===== config.mk =====
export PLATFORM = sky130hd
export DESIGN_NAME = smvm_result_collector
export DESIGN_NICKNAME = d
export VERILOG_FILES = /design/src/rtl/smvm_pkg.sv /design/src/rtl/smvm_sync_fifo.sv /design/src/rtl/smvm_result_collector.sv
export SDC_FILE = /design/constraint.sdc
export NUM_CORES = 1
export LEC_CHECK = 0
export CORE_ASPECT_RATIO = 1.75
export CORE_MARGIN = 2
export CORE_UTILIZATION = 50
export DETAILED_ROUTE_END_ITERATION = 8
export DONT_BUFFER_PORTS = 1
export GPL_TIMING_DRIVEN = 0
export HOLD_SLACK_MARGIN = 0.12
export PLACE_DENSITY = 0.68
export SETUP_SLACK_MARGIN = 0.02
export SYNTH_ARGS = -nofsm -noshare
export SYNTH_HDL_FRONTEND = slang
export SYNTH_SLANG_ARGS = --single-unit

===== constraint.sdc =====
create_clock -name clk -period 4.25 [get_ports clk]
set_input_delay 0.425 -clock clk [delete_from_list [all_inputs] [get_ports clk]]
set_output_delay 0.425 -clock clk [all_outputs]
set_load 0.02 [all_outputs]

===== src/rtl/smvm_pkg.sv =====
// Shared definitions for the SMVM core and its downstream stages.
//   SMVM_DW / SMVM_RW : result and row-index widths of the core
//   collector_state_e : result collector job state
//   smvm_entry_t      : tagged result entry {row, data}
package smvm_pkg;

  localparam int unsigned SMVM_DW = 24;
  localparam int unsigned SMVM_RW = 8;

  typedef enum logic [1:0] {
    ST_IDLE    = 2'd0,
    ST_COLLECT = 2'd1,
    ST_DRAIN   = 2'd2,
    ST_FINISH  = 2'd3
  } collector_state_e;

  typedef struct packed {
    logic [SMVM_RW-1:0] row;
    logic [SMVM_DW-1:0] data;
  } smvm_entry_t;

endpackage


===== src/rtl/smvm_sync_fifo.sv =====
// First-word-fall-through synchronous FIFO with a registered memory.
//   clk, rst      : clock, synchronous active-high reset (flushes pointers)
//   push, din     : write request and data; a push while full is dropped unless
//                   a pop happens in the same cycle
//   pop, dout     : read request and head data (dout reads 0 while empty)
//   full, empty   : occupancy flags
//   one_left      : exactly one entry stored
module smvm_sync_fifo #(
  parameter int unsigned DEPTH = 16,
  parameter int unsigned WIDTH = 32
) (
  input  logic             clk,
  input  logic             rst,
  input  logic             push,
  input  logic             pop,
  input  logic [WIDTH-1:0] din,
  output logic [WIDTH-1:0] dout,
  output logic             full,
  output logic             empty,
  output logic             one_left
);

  localparam int unsigned AW = $clog2(DEPTH);
  localparam int unsigned PW = AW + 1;

  logic [WIDTH-1:0] mem [DEPTH];
  logic [PW-1:0]    wr_ptr;
  logic [PW-1:0]    rd_ptr;
  logic [PW-1:0]    occ;
  logic             do_push;
  logic             do_pop;

  // Extra pointer MSB separates full (wrapped) from empty (equal).
  assign occ      = wr_ptr - rd_ptr;
  assign empty    = (wr_ptr == rd_ptr);
  assign full     = (wr_ptr[AW] != rd_ptr[AW]) && (wr_ptr[AW-1:0] == rd_ptr[AW-1:0]);
  assign one_left = (occ == PW'(1));

  // A pop frees the slot the push lands in, so full+push+pop is accepted.
  assign do_pop  = pop && !empty;
  assign do_push = push && (!full || pop);

  assign dout = empty ? '0 : mem[rd_ptr[AW-1:0]];

  always_ff @(posedge clk) begin
    if (rst) begin
      wr_ptr <= '0;
      rd_ptr <= '0;
    end else begin
      if (do_push) wr_ptr <= wr_ptr + PW'(1);
      if (do_pop)  rd_ptr <= rd_ptr + PW'(1);
    end
  end

  // Storage needs no reset; dout is masked while empty.
  always_ff @(posedge clk) begin
    if (do_push) mem[wr_ptr[AW-1:0]] <= din;
  end

endmodule


===== src/rtl/smvm_result_collector.sv =====
// Collects per-row SMVM results (no backpressure to the core), tags them with
// their row index, buffers them and drains them over valid/ready.
//   clk, rst            : clock, synchronous active-high reset
//   start, num_rows     : arm a job for num_rows results (sampled in IDLE only)
//   in_valid, in_data   : result stream from the core
//   out_valid/out_ready : head handshake; out_data, out_row, out_last describe the head
//   busy                : job in progress
//   done                : one-cycle pulse at job completion
//   overflow            : sticky, a result was dropped on a full FIFO
module smvm_result_collector
  import smvm_pkg::*;
#(
  parameter int unsigned DEPTH = 16,
  parameter int unsigned DW    = SMVM_DW,
  parameter int unsigned RW    = SMVM_RW
) (
  input  logic          clk,
  input  logic          rst,
  input  logic          start,
  input  logic [RW-1:0] num_rows,
  input  logic          in_valid,
  input  logic [DW-1:0] in_data,
  output logic          out_valid,
  input  logic          out_ready,
  output logic [DW-1:0] out_data,
  output logic [RW-1:0] out_row,
  output logic          out_last,
  output logic          busy,
  output logic          done,
  output logic          overflow
);

  localparam int unsigned EW = RW + DW;

  collector_state_e state;
  logic [RW-1:0]    row_cnt;
  logic [RW-1:0]    row_cnt_inc;
  logic [RW-1:0]    num_rows_q;
  logic [EW-1:0]    fifo_din;
  logic [EW-1:0]    fifo_dout;
  logic             fifo_push;
  logic             fifo_pop;
  logic             fifo_full;
  logic             fifo_empty;
  logic             fifo_one_left;

  assign row_cnt_inc = row_cnt + RW'(1);
  assign fifo_push   = (state == ST_COLLECT) && in_valid;
  assign fifo_pop    = out_valid && out_ready;
  assign fifo_din    = {row_cnt, in_data};

  assign out_valid = !fifo_empty;
  assign out_row   = fifo_dout[EW-1:DW];
  assign out_data  = fifo_dout[DW-1:0];
  assign out_last  = out_valid && (out_row == RW'(num_rows_q - RW'(1)));

  smvm_sync_fifo #(
    .DEPTH (DEPTH),
    .WIDTH (EW)
  ) u_fifo (
    .clk      (clk),
    .rst      (rst),
    .push     (fifo_push),
    .pop      (fifo_pop),
    .din      (fifo_din),
    .dout     (fifo_dout),
    .full     (fifo_full),
    .empty    (fifo_empty),
    .one_left (fifo_one_left)
  );

  // Job FSM with registered busy/done/overflow.
  always_ff @(posedge clk) begin
    if (rst) begin
      state      <= ST_IDLE;
      row_cnt    <= '0;
      num_rows_q <= '0;
      busy       <= 1'b0;
      done       <= 1'b0;
      overflow   <= 1'b0;
    end else begin
      done <= 1'b0;
      case (state)
        ST_IDLE: begin
          if (start) begin
            busy <= 1'b1;
            if (num_rows != '0) begin
              num_rows_q <= num_rows;
              row_cnt    <= '0;
              overflow   <= 1'b0;
              state      <= ST_COLLECT;
            end else begin
              state <= ST_FINISH;
              done  <= 1'b1;
            end
          end
        end
        ST_COLLECT: begin
          // Count advances even on a drop so later tags stay aligned.
          if (in_valid) begin
            row_cnt <= row_cnt_inc;
            if (fifo_full && !fifo_pop) overflow <= 1'b1;
            if (row_cnt_inc == num_rows_q) state <= ST_DRAIN;
          end
        end
        ST_DRAIN: begin
          // Look ahead on the last pop so done lands one cycle after it.
          if (fifo_empty || (fifo_pop && fifo_one_left)) begin
            state <= ST_FINISH;
            done  <= 1'b1;
          end
        end
        ST_FINISH: begin
          state <= ST_IDLE;
          busy  <= 1'b0;
        end
        default: state <= ST_IDLE;
      endcase
    end
  end

endmodule


### Yosys cells after proc, flatten, opt, wreduce, memory -nomap -nowiden

Memories as Yosys holds them, arrays and structs flattened. A register that Yosys moved wholly into a read port is not among the register bits.
Index checks and enable logic that the tools add are counted.

* register bits: 31
* bits in writable memories: 512
* bits of input ports: 37
* output and inout bits: 37
* word-level logic and storage cells: 77
* memories kept: 1

* add/sub/neg operators: 5
* equal/unequal tests: 15
* multiplexer cells: 26
* reductions and logical operators: 22

Memory list
* u_fifo.mem: words 16, width 32, read ports 1, clocked after memory_dff 1, wr ports 1, line smvm_sync_fifo.sv:26 `logic [WIDTH-1:0] mem [DEPTH];`

Operators by type and width (number)
* two-way mux 32 bit: 1
* two-way mux 8 bit: 3
* == test 8 bit: 2
* one-hot mux 8 bit (2 select lines): 1
* adder 5 x 1 -> 5 bit, second input constant: 2
* two-way mux 1 bit: 10
* two-way mux 2 bit: 5
* adder 8 x 1 -> 8 bit, second input constant: 1
* logical AND 1 bit: 8
* two-way mux 4 bit: 2
* != test 2 bit, second input constant: 4
* one-hot mux 2 bit (4 select lines): 1
* AND reduction 4 bit: 2
* nonzero test 8 bit: 1
* subtractor 8 x 1 -> 8 bit, second input constant: 1
* one-hot mux 1 bit (2 select lines): 3
* == test 5 x 1 -> 1 bit, second input constant: 1
* == test 5 bit: 1
* AND reduction 5 bit: 1
* subtractor 5 bit: 1
* == test 2 bit, second input constant: 2
* == test 4 bit: 1
* != test 2 x 1 -> 1 bit, second input constant: 2
* nonzero test 2 bit: 2
* 7 further kinds: 10

### Logic depth before layout (Yosys ltp)

* depth in word-level cells: 8
* depth in mapped cells: 11
* depth with buffers taken out: 10

### Hierarchy

A second synthesis with hierarchy kept.

* cell total of the unflattened synthesis: 1079
* area, all modules: 21904.8 um^2

By module, submodules not included
* smvm_sync_fifo: times used 1, cells each 885, area an instance 20352.0 um^2, seq. area each 15655.0 um^2
* smvm_result_collector: times used 1, cells each 194, area an instance 1552.7 um^2, seq. area each 420.4 um^2

### Least setup slack after synthesis

OpenSTA, ideal clock, no wires.

* path kind: flip-flop to flip-flop
* start: register u_fifo.wr_ptr[0]
* end: memory u_fifo.mem[3][0], enable pin
* arrival: 3.629 ns
* required time: 3.789 ns
* path slack: 0.160 ns
* stages on the path, launching flop included: 8
* path buffers: 1
* period minus slack after synthesis: 4.090 ns
* path through: dfxtp_1 -> inv_1 -> ha_1 -> nand4_1 -> o311a_1 -> clkbuf_1 -> nand2_1 -> nor3_1

* cells in the longest elaborated chain, start to end: 7
* elaborated cells between the ends (all ways): 10
* classes of those cells: 2 x eq/ne; 2 x mux; 6 x reduce/logical

Ends and longest elaborated chain
* start, declared: line smvm_sync_fifo.sv:27 `logic [PW-1:0] wr_ptr;`
* start signal, assigned: line smvm_sync_fifo.sv:50 `if (do_push) wr_ptr <= wr_ptr + PW'(1);`
* == test 5 bit / == test 4 bit (equally long branches): line smvm_sync_fifo.sv:35, smvm_sync_fifo.sv:36
* logical NOT 1 bit / logical AND 1 bit (equally long branches): line smvm_result_collector.sv:52, smvm_sync_fifo.sv:36
* logical AND 1 bit / logical NOT 1 bit (equally long branches): line smvm_result_collector.sv:49, smvm_sync_fifo.sv:41
* logical OR 1 bit: line smvm_sync_fifo.sv:41 `assign do_push = push && (!full || pop);`
* logical AND 1 bit: line smvm_sync_fifo.sv:41
* two-way mux 1 bit: line smvm_sync_fifo.sv:57 `if (do_push) mem[wr_ptr[AW-1:0]] <= din;`
* two-way mux 1 bit (not written as such): line smvm_sync_fifo.sv:57
* end, declared: line smvm_sync_fifo.sv:26

Parallel ways exist; a longest one is shown, timed or not.

### Worst setup path after layout

* start: register u_fifo.wr_ptr[0]
* end: output out_last

* cells in the longest elaborated chain, start to end: 4
* elaborated cells between the ends (all ways): 5
* classes of those cells: 2 x eq/ne; 1 x mux; 2 x reduce/logical

Ends and longest elaborated chain
* == test 5 bit: line smvm_sync_fifo.sv:35 `assign empty = (wr_ptr == rd_ptr);`
* two-way mux 32 bit: line smvm_sync_fifo.sv:43 `assign dout = empty ? '0 : mem[rd_ptr[AW-1:0]];`
* net out_row[7]: line smvm_result_collector.sv:26 `output logic [RW-1:0] out_row,`
* == test 8 bit: line smvm_result_collector.sv:55 `assign out_last = out_valid && (out_row == RW'(num_rows_q - RW'(1)));`
* logical AND 1 bit: line smvm_result_collector.sv:55
* end, declared: line smvm_result_collector.sv:27 `output logic out_last,`

The timed path passes the listed nets, and every way through them passes these cells.

==> impl_metrics.toml <==
[timing]
worst_slew_pin_slew_ps = 953.5
fin_worst_skew_ps = 18.70
maxSlewViolCount = 0
fin_crit_sh_pct = 95.11
max_clock_freq_ghz = 0.2474
fin_setup_tns_ps = 0
post-route-min-period_ps = 4042
hold_ws_ps = 165.5
hold_viol = 0
setup_violations = 0
relSlewSlack_pct = 36.43
rsz0062_at_grt = "false"

[floorplanning]
start_util_pct = 50.37
die_w_um = 161.7
core.rowCount = 101
die-area_um2 = 45290
dieHeight_um = 280.0
core_area_um2 = 43220
io_pins = 74

[logic_synthesis]
synth_top_family_by_area = "multiplexers"
yosys.area_share.simple_pct = 4.121
ys_seq_area_share_pct = 73.85
ys_ff_latch = 547
yosys-mux-area-fraction_pct = 16.52
synth_compound_gate_area_share_pct = 1.661
netlist_area_um2 = 21770
synth.net_count = 1119
synth_flop_cell = "edfxtp_1"
yosysWarningCount = 0
synth-xor-area-share_pct = 1.247
syn_area_per_cell_um2 = 20.42
synth-edff-count = 512
synthCells = 1066
synthDistinctLibCells = 56
yosys.area_share.adder_pct = 0.9541
async_flop_share_pct = 0

[clock_tree]
cts_made_buffers = 46
clock_latency_ps = 580
clk_pin_slew_ps = 70
cts_sinks = 547
clockRootBuffer = "clkbuf_16"
cts_buffer_depth = 3
cts_setup_buffers = 0
cts_max_level = 2
cts_tree = "yes"

[global_route]
grtUsageMet1_pct = 25.22
track_usage_pct = 22.30
antenna_found_initial = 2
gr-usage-met3_pct = 3.341
grt_pass1_wl_um = 72970
grt_overflow = 0
met2_usage_pct = 42.13
grt_pass1_vias = 11530
gr-max-usage-layer = "met2"
grt_max_degree = 24

[worst_setup_path]
critPathCaptureType = "primary output"
cp_data_required_time_ps = 3830
critPathMaxStageDelay_ps = 490
slowest_stage = "nor4_4"
cp-start-kind = "register"
crit_type = "register to primary output"
ff2ff_path_depth = 10
cp_top_family = "simple AND/OR/NAND/NOR gates"
cp.arrival_ps = 3620
path_depth = 10
crit_buf_inv = 4
crit_chain = "inv_1 -> ha_1 -> and4_1 -> and2_1 -> clkbuf_1 -> inv_1 -> buf_2 -> and2_1 -> o21ai_0 -> nor4_4"
crit_fanout = 10

[hold_path]
holdPathStages = 2
hp-class = "primary input to register"

[power]
p_leak_uw = 0.007831
cellPowerDensity_nw_per_um2 = 513.0
ir_drop_mv = 0.4772

[job]
maxCapViolCount = 0

[route]
drt-initial-drc-count = 1012
postRouteAntennaNets = 0
drc = 0
totalWireLength_um = 49330
vias = 10680
wl_per_cell_um = 27.68
drt-vias-per-instance = 5.992
first_pass_iters = 7

[placed_design]
routabilityCongestion = 0.8179
portBuffers = 0
dp_hpwl_um = 32610
dp_cells = 1660

[finish]
nets = 1230
final_layout_size_suffix_gt1_share_pct = 26.01
syn_to_final_growth_pct = 14.51
instances_no_fill = 1782

[run_status]
outcome = "finished clean"
==> sequential cells by signal (all words and copies together), names as in the netlist, named ones only <==
| name | count |
|---|---|
| busy | 1 |
| done | 1 |
| num_rows_q | 8 |
| overflow | 1 |
| row_cnt | 8 |
| state | 2 |
| u_fifo.mem | 512 |
| u_fifo.rd_ptr | 5 |
| u_fifo.wr_ptr | 5 |
==> metal layers <==
metal / up-vias / part of all wire, % / wire (um)
met5: - / 0.026 / 13
met1: 5614 / 35 / 17360
met2: 386 / 56 / 27420
met3: 110 / 5.4 / 2643
met4: 2 / 3.8 / 1890
li1: 4566 / - / -
==> final timing paths <==
| check | start | to | slack [ps] |
|---|---|---|---|
| setup reg to reg | u_fifo.wr_ptr[0] | u_fifo.mem[3][1] | 880 |
| hold / removal | rst | state[0] | 170 |
| hold reg to reg | u_fifo.rd_ptr[4] | u_fifo.rd_ptr[4] | 550 |
| setup / recovery | u_fifo.wr_ptr[0] | out_last | 210 |
==> report_power, final <==
group          total [uW]  internal, uW  leakage [uW]  switching, uW
sequential           6060          5990       0.00501           76.5
combinational        2430          1030       0.00206           1400
clock                4290          2380      0.000759           1920
total               12800          9400       0.00783           3390
==> cell usage after synthesis (all sizes together), types with 4 or more instances <==
cell | number | area [um^2]
edfxtp | 512 | 15370
mux4 | 151 | 3412
nor2 | 59 | 221.5
buf | 37 | 219.0
dfxtp | 35 | 700.7
and2 | 28 | 175.2
nand2 | 21 | 78.83
xnor2 | 21 | 183.9
clkbuf | 20 | 75.07
inv | 17 | 63.81
a21oi | 16 | 80.08
ha | 15 | 187.7
mux2i | 14 | 140.1
o21ai | 14 | 70.06
nand3 | 12 | 60.06
nor3 | 10 | 50.05
xor2 | 10 | 87.58
a22oi | 6 | 45.04
nand4 | 6 | 37.54
nor2b | 6 | 37.54
and3 | 5 | 31.28
nand3b | 5 | 37.54
mux2 | 4 | 45.04
nand2b | 4 | 25.02
or4 | 4 | 33.78
==> timing repair <==
action,4_1_cts,5_1_grt
resized for setup,1,2
endpoints found under the setup margin,10,1
cloned,0,0
hold endpoints to repair,395,0
hold buffers,35,0
==> cells by family (layout without fill, tap and decap cells) <==
logic type	Yosys count	count (layout)
simple gates	172	172
buf+inv	74	223
compound gates	57	57
flops	547	547
fa+ha+maj	16	16
xor+xnor	31	31
mux	169	169
other cells	0	1
==> cells in the final DEF (no fill, tap or decap), types with 21 or more instances in the layout <==
cell type	instances
edfxtp_1	512
mux4_2	148
nor2_1	47
clkbuf_16	47
dfxtp_1	35
dlygate4sd3_1	35
buf_2	29
and2_1	28
clkbuf_1	25
xnor2_1	21
nand2_1	21
==> metrics by stage <==
| step | util (%) | cell area [um^2] | setup slack (ps) | power (uW) |
|---|---|---|---|---|
| 2_1_floorplan | - | 21770 | 160.1 | 7923 |
| 3_3_place_gp | 52.01 | 22480 | -3074 | 8511 |
| 3_5_place_dp | 53.28 | 23030 | 334.0 | 8569 |
| 4_1_cts | 57.65 | 24920 | 39.19 | 12880 |
| 5_1_grt | 57.67 | 24930 | 20.98 | 13220 |
| 6_report | 57.67 | 24930 | 207.9 | 12790 |
==> cell type report <==
type                    count  area [um^2]
plain buffers              57        295.3
well taps                 566        708.2
diodes                      1        2.502
repair buffers             63        789.5
flip-flops and latches    547        16080
multi-input cells         445         5454
clock inverters            28        270.3
clock buffers              58         1267
fillers                  3176        18290
inverters                  17        63.81
(Power assumes the default switching activity.)
